<file path="config.mk">
export PLATFORM = sky130hd
export DESIGN_NAME = dot_prod_feeder_flat
export DESIGN_NICKNAME = d
export VERILOG_FILES = /design/src/rtl/dot_prod_feeder_if.sv /design/src/rtl/dot_prod_feeder.sv /design/src/flat_wrapper.sv
export SDC_FILE = /design/constraint.sdc
export NUM_CORES = 1
export LEC_CHECK = 0
export ABC_CLOCK_PERIOD_IN_PS = 4800
export CORE_AREA = 2 2 169 171
export CTS_CLUSTER_SIZE = 14
export DETAILED_ROUTE_END_ITERATION = 10
export DIE_AREA = 0 0 171 173
export HOLD_SLACK_MARGIN = 0.15
export PLACE_DENSITY_LB_ADDON = 0.1
export SYNTH_ARGS = -nofsm -noshare
export SYNTH_HDL_FRONTEND = slang
export SYNTH_SLANG_ARGS = --single-unit
</file>
<file path="constraint.sdc">
create_clock -name clk -period 4.8 [get_ports clk]
set_input_delay 0.96 -clock clk [delete_from_list [all_inputs] [get_ports clk]]
set_output_delay 0.96 -clock clk [all_outputs]
set_load 0.05 [all_outputs]
</file>
<file path="src/rtl/dot_prod_feeder_if.sv">
// Handshake and data bundle between the CAF sample sequencer and its neighbours.
//   master : feeder side (accepts ref/rx samples and start, drives the x/y stream)
//   slave  : environment side (sample sources and the dot-product unit)
// Signals: ref load stream (tvalid/i/q/tready), rx load stream (tvalid/i/q/tready),
//          start, product tready, x/y beat stream, beat_last, lag, busy, done.
interface dot_prod_feeder_if #(
    parameter int unsigned xi_bits             = 12,
    parameter int unsigned xq_bits             = 12,
    parameter int unsigned yi_bits             = 12,
    parameter int unsigned yq_bits             = 12,
    parameter int unsigned buffer_counter_bits = 4
);
    logic                           s_axis_ref_tvalid;
    logic [xi_bits-1:0]             ref_i;
    logic [xq_bits-1:0]             ref_q;
    logic                           s_axis_ref_tready;
    logic                           s_axis_rx_tvalid;
    logic [yi_bits-1:0]             rx_i;
    logic [yq_bits-1:0]             rx_q;
    logic                           s_axis_rx_tready;
    logic                           start;
    logic                           m_axis_product_tready;
    logic                           m_axis_x_tvalid;
    logic [xi_bits-1:0]             xi;
    logic [xq_bits-1:0]             xq;
    logic                           m_axis_y_tvalid;
    logic [yi_bits-1:0]             yi;
    logic [yq_bits-1:0]             yq;
    logic                           beat_last;
    logic [buffer_counter_bits-1:0] lag;
    logic                           busy;
    logic                           done;

    modport master (
        input  s_axis_ref_tvalid, ref_i, ref_q, s_axis_rx_tvalid, rx_i, rx_q, start,
               m_axis_product_tready,
        output s_axis_ref_tready, s_axis_rx_tready, m_axis_x_tvalid, xi, xq,
               m_axis_y_tvalid, yi, yq, beat_last, lag, busy, done
    );

    modport slave (
        output s_axis_ref_tvalid, ref_i, ref_q, s_axis_rx_tvalid, rx_i, rx_q, start,
               m_axis_product_tready,
        input  s_axis_ref_tready, s_axis_rx_tready, m_axis_x_tvalid, xi, xq,
               m_axis_y_tvalid, yi, yq, beat_last, lag, busy, done
    );
endinterface

</file>
<file path="src/rtl/dot_prod_feeder.sv">
// Sample sequencer for the CAF correlation path. Buffers one reference vector and one
// received window, then on start streams x = ref[n], y = rx[n+lag] for every lag
// 0..buffer_length-dot_length, n 0..dot_length-1, into the dot-product unit.
// Ports:
//   clk   : rising-edge clock
//   rst_n : asynchronous active-low reset
//   bus   : dot_prod_feeder_if.master (load streams, start, x/y stream, status)
module dot_prod_feeder #(
    parameter int unsigned xi_bits                 = 12,
    parameter int unsigned xq_bits                 = 12,
    parameter int unsigned yi_bits                 = 12,
    parameter int unsigned yq_bits                 = 12,
    parameter int unsigned dot_length              = 5,
    parameter int unsigned dot_length_counter_bits = 3,
    parameter int unsigned buffer_length           = 8,
    parameter int unsigned buffer_counter_bits     = 4
) (
    input  logic              clk,
    input  logic              rst_n,
    dot_prod_feeder_if.master bus
);
    localparam int unsigned RefAw = (dot_length > 1) ? $clog2(dot_length) : 1;
    localparam int unsigned RxAw  = (buffer_length > 1) ? $clog2(buffer_length) : 1;

    typedef logic [dot_length_counter_bits-1:0] n_t;
    typedef logic [buffer_counter_bits-1:0]     cnt_t;

    localparam n_t   NLast   = n_t'(dot_length - 1);
    localparam cnt_t LagLast = cnt_t'(buffer_length - dot_length);
    localparam cnt_t RefFull = cnt_t'(dot_length);
    localparam cnt_t RxFull  = cnt_t'(buffer_length);

    typedef enum logic [1:0] {StIdle, StStream, StDone} state_t;

    state_t state_q, state_d;
    cnt_t   ref_wptr_q, rx_wptr_q;
    n_t     n_q;
    cnt_t   lag_q;
    logic   gen_done_q;  // final beat already loaded into the output registers

    logic               x_valid_q;
    logic [xi_bits-1:0] xi_q;
    logic [xq_bits-1:0] xq_q;
    logic [yi_bits-1:0] yi_q;
    logic [yq_bits-1:0] yq_q;
    logic               last_q;
    cnt_t               lag_out_q;

    logic [xi_bits+xq_bits-1:0] ref_mem [dot_length];
    logic [yi_bits+yq_bits-1:0] rx_mem  [buffer_length];

    logic             ref_ready, rx_ready, ref_wr, rx_wr;
    logic             start_acc, stream_adv, load, final_acc, is_final;
    n_t               cur_n;
    cnt_t             cur_lag, rx_sum;
    logic [RefAw-1:0] ref_ra;
    logic [RxAw-1:0]  rx_ra;

    always_comb begin
        ref_ready  = (state_q == StIdle) && (ref_wptr_q < RefFull);
        rx_ready   = (state_q == StIdle) && (rx_wptr_q < RxFull);
        ref_wr     = bus.s_axis_ref_tvalid && ref_ready;
        rx_wr      = bus.s_axis_rx_tvalid && rx_ready;
        start_acc  = (state_q == StIdle) && bus.start &&
                     (ref_wptr_q == RefFull) && (rx_wptr_q == RxFull);
        stream_adv = (state_q == StStream) && !gen_done_q &&
                     (!x_valid_q || bus.m_axis_product_tready);
        // The first beat is loaded on the accepting edge itself, giving 1-cycle latency.
        load       = start_acc || stream_adv;
        final_acc  = (state_q == StStream) && gen_done_q && x_valid_q &&
                     bus.m_axis_product_tready;
        cur_n      = start_acc ? '0 : n_q;
        cur_lag    = start_acc ? '0 : lag_q;
        is_final   = (cur_n == NLast) && (cur_lag == LagLast);
        rx_sum     = cnt_t'(cur_n) + cur_lag;
        ref_ra     = RefAw'(cur_n);
        rx_ra      = RxAw'(rx_sum);
    end

    always_comb begin
        state_d = state_q;
        unique case (state_q)
            StIdle:   if (start_acc) state_d = StStream;
            StStream: if (final_acc) state_d = StDone;
            StDone:   state_d = StIdle;
            default:  state_d = StIdle;
        endcase
    end

    always_ff @(posedge clk or negedge rst_n) begin
        if (!rst_n) begin
            state_q    <= StIdle;
            ref_wptr_q <= '0;
            rx_wptr_q  <= '0;
            n_q        <= '0;
            lag_q      <= '0;
            gen_done_q <= 1'b0;
            x_valid_q  <= 1'b0;
            xi_q       <= '0;
            xq_q       <= '0;
            yi_q       <= '0;
            yq_q       <= '0;
            last_q     <= 1'b0;
            lag_out_q  <= '0;
        end else begin
            state_q <= state_d;
            if (state_q == StDone) begin
                ref_wptr_q <= '0;
                rx_wptr_q  <= '0;
            end else begin
                if (ref_wr) ref_wptr_q <= ref_wptr_q + cnt_t'(1);
                if (rx_wr)  rx_wptr_q  <= rx_wptr_q + cnt_t'(1);
            end
            if (load) begin
                if (cur_n == NLast) begin
                    n_q   <= '0;
                    lag_q <= cur_lag + cnt_t'(1);
                end else begin
                    n_q   <= cur_n + n_t'(1);
                    lag_q <= cur_lag;
                end
                gen_done_q        <= is_final;
                x_valid_q         <= 1'b1;
                {xi_q, xq_q}      <= ref_mem[ref_ra];
                {yi_q, yq_q}      <= rx_mem[rx_ra];
                last_q            <= (cur_n == NLast);
                lag_out_q         <= cur_lag;
            end else if (bus.m_axis_product_tready) begin
                x_valid_q <= 1'b0;
            end
        end
    end

    // Sample storage needs no reset; a full reload always precedes use.
    always_ff @(posedge clk) begin
        if (ref_wr) ref_mem[RefAw'(ref_wptr_q)] <= {bus.ref_i, bus.ref_q};
        if (rx_wr)  rx_mem[RxAw'(rx_wptr_q)]    <= {bus.rx_i, bus.rx_q};
    end

    assign bus.s_axis_ref_tready = ref_ready;
    assign bus.s_axis_rx_tready  = rx_ready;
    assign bus.m_axis_x_tvalid   = x_valid_q;
    assign bus.m_axis_y_tvalid   = x_valid_q;
    assign bus.xi                = xi_q;
    assign bus.xq                = xq_q;
    assign bus.yi                = yi_q;
    assign bus.yq                = yq_q;
    assign bus.beat_last         = last_q;
    assign bus.lag               = lag_out_q;
    assign bus.busy              = (state_q == StStream);
    assign bus.done              = (state_q == StDone);
endmodule

</file>
<file path="src/flat_wrapper.sv">
// flat-port wrapper written by rule: the top's interface ports become plain ports
module dot_prod_feeder_flat 
#(
    parameter int unsigned xi_bits                 = 12,
    parameter int unsigned xq_bits                 = 12,
    parameter int unsigned yi_bits                 = 12,
    parameter int unsigned yq_bits                 = 12,
    parameter int unsigned dot_length              = 5,
    parameter int unsigned dot_length_counter_bits = 3,
    parameter int unsigned buffer_length           = 8,
    parameter int unsigned buffer_counter_bits     = 4
)
  (clk, rst_n, bus_s_axis_ref_tvalid, bus_ref_i, bus_ref_q, bus_s_axis_rx_tvalid, bus_rx_i, bus_rx_q, bus_start, bus_m_axis_product_tready, bus_s_axis_ref_tready, bus_s_axis_rx_tready, bus_m_axis_x_tvalid, bus_xi, bus_xq, bus_m_axis_y_tvalid, bus_yi, bus_yq, bus_beat_last, bus_lag, bus_busy, bus_done);
  dot_prod_feeder_if #(.xi_bits(xi_bits), .xq_bits(xq_bits), .yi_bits(yi_bits), .yq_bits(yq_bits), .buffer_counter_bits(buffer_counter_bits)) bus_i ();
  input  logic clk;
  input  logic rst_n;
  input wire logic [$bits(bus_i.s_axis_ref_tvalid)-1:0] bus_s_axis_ref_tvalid;
  input wire logic [$bits(bus_i.ref_i)-1:0] bus_ref_i;
  input wire logic [$bits(bus_i.ref_q)-1:0] bus_ref_q;
  input wire logic [$bits(bus_i.s_axis_rx_tvalid)-1:0] bus_s_axis_rx_tvalid;
  input wire logic [$bits(bus_i.rx_i)-1:0] bus_rx_i;
  input wire logic [$bits(bus_i.rx_q)-1:0] bus_rx_q;
  input wire logic [$bits(bus_i.start)-1:0] bus_start;
  input wire logic [$bits(bus_i.m_axis_product_tready)-1:0] bus_m_axis_product_tready;
  output wire logic [$bits(bus_i.s_axis_ref_tready)-1:0] bus_s_axis_ref_tready;
  output wire logic [$bits(bus_i.s_axis_rx_tready)-1:0] bus_s_axis_rx_tready;
  output wire logic [$bits(bus_i.m_axis_x_tvalid)-1:0] bus_m_axis_x_tvalid;
  output wire logic [$bits(bus_i.xi)-1:0] bus_xi;
  output wire logic [$bits(bus_i.xq)-1:0] bus_xq;
  output wire logic [$bits(bus_i.m_axis_y_tvalid)-1:0] bus_m_axis_y_tvalid;
  output wire logic [$bits(bus_i.yi)-1:0] bus_yi;
  output wire logic [$bits(bus_i.yq)-1:0] bus_yq;
  output wire logic [$bits(bus_i.beat_last)-1:0] bus_beat_last;
  output wire logic [$bits(bus_i.lag)-1:0] bus_lag;
  output wire logic [$bits(bus_i.busy)-1:0] bus_busy;
  output wire logic [$bits(bus_i.done)-1:0] bus_done;
  assign bus_i.s_axis_ref_tvalid = bus_s_axis_ref_tvalid;
  assign bus_i.ref_i = bus_ref_i;
  assign bus_i.ref_q = bus_ref_q;
  assign bus_i.s_axis_rx_tvalid = bus_s_axis_rx_tvalid;
  assign bus_i.rx_i = bus_rx_i;
  assign bus_i.rx_q = bus_rx_q;
  assign bus_i.start = bus_start;
  assign bus_i.m_axis_product_tready = bus_m_axis_product_tready;
  assign bus_s_axis_ref_tready = bus_i.s_axis_ref_tready;
  assign bus_s_axis_rx_tready = bus_i.s_axis_rx_tready;
  assign bus_m_axis_x_tvalid = bus_i.m_axis_x_tvalid;
  assign bus_xi = bus_i.xi;
  assign bus_xq = bus_i.xq;
  assign bus_m_axis_y_tvalid = bus_i.m_axis_y_tvalid;
  assign bus_yi = bus_i.yi;
  assign bus_yq = bus_i.yq;
  assign bus_beat_last = bus_i.beat_last;
  assign bus_lag = bus_i.lag;
  assign bus_busy = bus_i.busy;
  assign bus_done = bus_i.done;
  dot_prod_feeder #(.xi_bits(xi_bits), .xq_bits(xq_bits), .yi_bits(yi_bits), .yq_bits(yq_bits), .dot_length(dot_length), .dot_length_counter_bits(dot_length_counter_bits), .buffer_length(buffer_length), .buffer_counter_bits(buffer_counter_bits)) u_core (.clk(clk), .rst_n(rst_n), .bus(bus_i));
endmodule
</file>
# Yosys cells after proc, flatten, opt, wreduce, memory -nomap -nowiden
# Memory sizes are Yosys's and may differ from the RTL's. A register that Yosys moved wholly into a read port is not among the register bits.
# Cells that the tools add are included.
# word_totals
regBits,24
n_memories,2
in_bits,54
output_inout_bits,59
ram_bits,312
wordCells,67
# mem_list
memory,words,width,rd,rd_ports_with_merged_regs,wr,line,rtl
u_core.rx_mem,8,24,1,1,1,dot_prod_feeder.sv:50,logic [yi_bits+yq_bits-1:0] rx_mem [buffer_length];
u_core.ref_mem,5,24,1,1,1,dot_prod_feeder.sv:49,logic [xi_bits+xq_bits-1:0] ref_mem [dot_length];
# op_classes
eq_ne,8
reduce_logical,24
muxes,17
n_lt_le_gt_ge,2
add_sub_neg,5
# op_table
op,n
$mux 4,6
$logic_and 1x1->1,13
$add 4x1->4 const B,3
$mux 1,6
$mux 3,2
$reduce_bool 2->1,3
$eq 4x2->1 const B,1
$eq 4x3->1 const B,1
$eq 4x4->1 const B,1
$logic_not 1->1,4
$lt 4x3->1 const B,1
$lt 4x4->1 const B,1
$mux 2,2
$ne 2x1->1 const B,2
$pmux 2 s2,1
$add 3x1->3 const B,1
$add 3x3->3,1
$eq 3x3->1 const B,1
$eq 2x1->1 const B,1
$eq 2x2->1 const B,1
$logic_not 2->1,1
$logic_or 1x1->1,2
$reduce_and 2->1,1

# Longest topological paths before layout
# depth
depth_word,7
mapped_depth,15
mapped_depth_nobuf,11

# Worst setup path after synthesis
# No wires, ideal clock.
# synth_timing
path_kind,register to register
startpoint,reg u_core.rx_wptr_q[3]
endpoint,"mem u_core.rx_mem[0][0] (netlist bit), enable pin"
slack_ps,660
path_buffers,0
stages_incl_launch_ff,5
period_less_slack_ps,4140
required_ps,4365
arrival_time_ps,3705
setup_ps,435
cell_sequence,dfrtp_1 > nor3_1 > and2_0 > nand2_1 > nor3_1
# synth_via
elab_chain_len,5
# synth_lines
item,line,rtl
from (decl),dot_prod_feeder.sv:36,"cnt_t ref_wptr_q, rx_wptr_q;"
from (signal assigned),dot_prod_feeder.sv:112,if (rx_wr) rx_wptr_q <= rx_wptr_q + cnt_t'(1);
$lt 4x4->1,dot_prod_feeder.sv:61,rx_ready = (state_q == StIdle) && (rx_wptr_q < RxFull);
$logic_and 1x1->1,dot_prod_feeder.sv:61,
via bus_s_axis_rx_tready,flat_wrapper.sv:26,output wire logic [$bits(bus_i.s_axis_rx_tready)-1:0] bus_s_axis_rx_tready;
$logic_and 1x1->1,dot_prod_feeder.sv:63,rx_wr = bus.s_axis_rx_tvalid && rx_ready;
$mux 1,dot_prod_feeder.sv:137,"if (rx_wr) rx_mem[RxAw'(rx_wptr_q)] <= {bus.rx_i, bus.rx_q};"
$mux 1 (not written as such),dot_prod_feeder.sv:137,
to (decl),dot_prod_feeder.sv:50,
# The timed path passes the listed nets, and every way through them passes these cells.

# Worst setup path in the final report
# layout_timing
startpoint,reg u_core.state_q[1]
endpoint,out bus_s_axis_ref_tready
# layout_via
elab_chain_len,2
# layout_lines
item,line,rtl
from (decl),dot_prod_feeder.sv:35,"state_t state_q, state_d;"
from (signal assigned),dot_prod_feeder.sv:92,state_q <= StIdle;
from (signal assigned),dot_prod_feeder.sv:106,state_q <= state_d;
$logic_not 2->1,dot_prod_feeder.sv:60,ref_ready = (state_q == StIdle) && (ref_wptr_q < RefFull);
$logic_and 1x1->1,dot_prod_feeder.sv:60,
to (decl),flat_wrapper.sv:25,output wire logic [$bits(bus_i.s_axis_ref_tready)-1:0] bus_s_axis_ref_tready;
# Every way passes these cells.

==> results.md <==
- Number of ports placed on the die boundary: 113
- GP Congestion: 0.7460
- Number of enable flip-flop cells after synthesis: 312
- CTS Buffer Depth: 3
- Maximum level of the CTS H-tree: 2
- Later-pin clock latency in the skew report: 0.52 ns
- Count of different cell masters after synthesis: 51
- Initial antenna violation count: 0
- Pin slew with the least headroom to its limit: 0.9780 ns
- Most common cell after layout, fill and taps aside: sky130_fd_sc_hd__edfxtp_1
- Post-detailed-routing wire length: 32180 µm
- Initial core utilization: 0.5466
- Slew Limit Fails: 0
- Die width: 171 µm
- Synthesized area per cell: 16.05 µm²
- Post-synthesis net count: 1003
- Min cycle time layout: 3.506 ns
- Critical path capture point type: output port
- Number of remaining DRC errors: 0
- Number of maximum-capacitance violations: 0
- GRT overflow: 0
- Min-Delay Path Class: register to register
- Largest vdd supply drop: 0.4279 mV
- Layout Area Growth over Synthesis: 19.24%
- Number of setup buffers added after CTS: 0
- RSZ-0062 raised after global routing: no
- Synthesized cell area: 15100 µm²
- Wirelength per Cell: 21.89 µm
- Share of synthesized flip-flops with an asynchronous set or reset: 0.1875
- Count of mapped cells out of synthesis: 941
- Worst-path cell chain: or3_4 -> a21oi_1 -> clkdlybuf4s50_1
- Arrival time at the worst endpoint: 2.55 ns
- Dpl cell area: 16670 µm²
- Vias: 8513
- Port Buffers: 112
- Die area: 29580 µm²
- Filler cells: 2007
- Share of the clock period used by the worst path after layout: 0.7304
- Share of cells above drive strength 1: 0.1694
- Req. time, crit path: 3.84 ns
- Post-detailed-route via-to-cell ratio: 5.791
- Hold bufs inserted after CTS: 0
- Highest-count cells in the layout ignoring fill and taps: sky130_fd_sc_hd__edfxtp_1 (312), sky130_fd_sc_hd__clkdlybuf4s50_1 (111), sky130_fd_sc_hd__nand2_1 (97), sky130_fd_sc_hd__dfrtp_1 (70), sky130_fd_sc_hd__o21ai_0 (42)
- Post-CTS Resized: 0
- Total core area: 27630 µm²
- Number of nets at the end of the flow: 1123
- Largest driver fanout on the critical path: 6
- Power density over cell area: 719.6 nW/µm²
- Global-route wire length before repair: 49690 µm
- GR Util All Layers: 0.2200
- Final hold violation count: 0
- Cell type contributing the most total cell area after synthesis: sky130_fd_sc_hd__edfxtp_1
- Endpoints failing setup: 0
- TritonCTS Buffers: 40
- Vias in the first global route: 8767
- Number of nets still failing antenna checks after routing: 0
- Pleak: 6.202 nW
- Highest attainable clock frequency: 285.2 MHz
- Antenna cell count: 0
- Yosys warning count: 0
- Dominant cells by area after synthesis: sky130_fd_sc_hd__edfxtp_1 (62%), sky130_fd_sc_hd__dfrtp_1 (12%), sky130_fd_sc_hd__mux4_2 (3.6%)
- DIE HEIGHT: 173 µm
- Commonest register cell after synthesis: sky130_fd_sc_hd__edfxtp_1
- Pre-antenna DRT Iters: 5
- # clock sinks: 384
- Final setup TNS: 0 ns
- Root buffer selected by CTS: sky130_fd_sc_hd__clkbuf_16
- Final Cell Area: 18010 µm²
- Relative max-transition margin: 0.3480
- Maximum number of pins on one net before global-route repair: 74
- Highest cell delay on the worst timing path: 0.87 ns
- Floorplan row count: 61
- Drt initial violations: 700
- Critical path class: register to output port
- CP max-delay cell: sky130_fd_sc_hd__clkdlybuf4s50_1
- Worst clock skew: 0.01231 ns
- CTS tree: yes
- Sequential element share of the synthesized area: 0.7397
- Startpoint type of the worst setup path: register
- Number of register bits inferred by synthesis: 384
- Outcome: finished clean
- Share of the synthesized area in the top cell type: 0.6204
- Clock slew at the register clock pins of the worst setup and hold paths: 0.06 ns
- HPWL after detailed placement: 17370 µm
==> critical path, delay by kind of cell (launching register included) <==
| family | cells | cell delay (ns) |
|---|---|---|
| flops | 1 | 0.41 |
| compound gates | 1 | 0.31 |
| simple gates | 1 | 0.44 |
| buf+inv | 1 | 0.87 |
==> metal layers <==
metal	track usage	wire (µm)
met2	0.3785	16160
met4	0.06603	726
met1	0.2915	13680
met3	0.03182	1619
met5	0	0
==> cell usage after synthesis, types with 2 or more instances <==
library cell,instances
sky130_fd_sc_hd__mux2i_1,25
sky130_fd_sc_hd__nor2_1,22
sky130_fd_sc_hd__xor2_1,5
sky130_fd_sc_hd__nand2_1,97
sky130_fd_sc_hd__clkbuf_1,35
sky130_fd_sc_hd__inv_1,7
sky130_fd_sc_hd__mux4_2,24
sky130_fd_sc_hd__buf_6,8
sky130_fd_sc_hd__clkbuf_2,2
sky130_fd_sc_hd__a31oi_1,24
sky130_fd_sc_hd__mux2_2,25
sky130_fd_sc_hd__xnor2_1,3
sky130_fd_sc_hd__o21ai_1,33
sky130_fd_sc_hd__nand2b_1,4
sky130_fd_sc_hd__o21ai_0,42
sky130_fd_sc_hd__o221a_2,23
sky130_fd_sc_hd__nor3_1,8
sky130_fd_sc_hd__o21ba_2,2
sky130_fd_sc_hd__nor3_2,2
sky130_fd_sc_hd__nor2b_1,27
sky130_fd_sc_hd__and2_1,2
sky130_fd_sc_hd__a22oi_1,24
sky130_fd_sc_hd__o221ai_1,23
sky130_fd_sc_hd__dfrtp_1,72
sky130_fd_sc_hd__a21oi_1,36
sky130_fd_sc_hd__edfxtp_1,312
sky130_fd_sc_hd__nand4b_1,3
sky130_fd_sc_hd__ha_1,8
sky130_fd_sc_hd__or3_1,3
sky130_fd_sc_hd__nand2_4,2
sky130_fd_sc_hd__buf_4,3
sky130_fd_sc_hd__buf_1,5
sky130_fd_sc_hd__nand3_1,4
sky130_fd_sc_hd__and3_1,3
sky130_fd_sc_hd__buf_2,7
==> power breakdown <==
group / switching (mW) / total, mW / internal, mW
Sequential: 0.319 / 4.54 / 4.22
Clock: 1.20 / 3.12 / 1.92
Combinational: 3.26 / 5.30 / 2.04
Total: 4.77 / 13.0 / 8.18
==> through the flow <==
step | util | setup slack, ns | std cells | total power [mW] | hold WS (ns)
2_1_floorplan | - | 0.6596 | 941 | 8.405 | 0.4817
3_3_place_gp | 0.6032 | 1.032 | 1397 | 9.854 | 0.4673
3_5_place_dp | 0.6032 | 0.9617 | 1397 | 9.948 | 0.4756
4_1_cts | 0.6518 | 1.264 | 1470 | 13.08 | 0.4887
5_1_grt | 0.6518 | 1.161 | 1470 | 13.64 | 0.5064
6_report | 0.6518 | 1.294 | 1470 | 12.96 | 0.4839
==> registers in the layout (all words and copies together) (netlist names) <==
signal / cells
u_core.ref_mem: 120
u_core.bus.m_axis_x_tvalid: 1
u_core.ref_wptr_q: 4
u_core.bus.lag: 4
u_core.bus.yq: 12
u_core.bus.xq: 12
u_core.rx_mem: 192
u_core.rx_wptr_q: 4
u_core.bus.xi: 12
u_core.gen_done_q: 1
u_core.state_q: 2
u_core.n_q: 3
u_core.bus.beat_last: 1
u_core.bus.yi: 12
u_core.lag_q: 4
==> layout make-up <==
class	count	area, µm²	share of cell area
Timing Repair Buffer	138	1326	0.07365
Sequential cell	384	11170	0.6205
Clock inverter	12	190.2	0.01056
Clock buffer	61	1151	0.06392
Tap cell	378	473.0	0.02626
Multi-Input combinational cell	490	3667	0.2037
Inverter	7	26.28	0.001459
==> cell families (layout without fill, tap and decap cells) <==
kind of cell	Yosys count	in the layout	synth area share
compound gates	216	216	0.09718
fa+ha+maj	8	8	0.006628
mux	74	74	0.07100
buf+inv	67	218	0.02212
flops	384	384	0.7397
simple gates	183	183	0.05766
xor+xnor	9	9	0.005717
==> worst paths after layout <==
check | start | end | slack [ns] | cells past startpoint
setup / recovery | u_core.state_q[1]$_DFFE_PN0P_ | bus_s_axis_ref_tready | 1.29 | 3
hold / removal | u_core.bus.xi[6]$_DFFE_PN0P_ | u_core.bus.xi[6]$_DFFE_PN0P_ | 0.48 | 2
setup reg to reg | u_core.ref_wptr_q[1]$_DFFE_PN0P_ | u_core.bus.yq[11]$_DFFE_PN0P_ | 1.63 | 10
hold reg to reg | u_core.bus.xi[6]$_DFFE_PN0P_ | u_core.bus.xi[6]$_DFFE_PN0P_ | 0.48 | 2
max in group asynchronous | rst_n | u_core.n_q[1]$_DFFE_PN0P_ | 3.38 | 2
min in group asynchronous | rst_n | u_core.bus.xq[10]$_DFFE_PN0P_ | 0.51 | 1
Note: power is estimated with default switching activity, not from simulation.
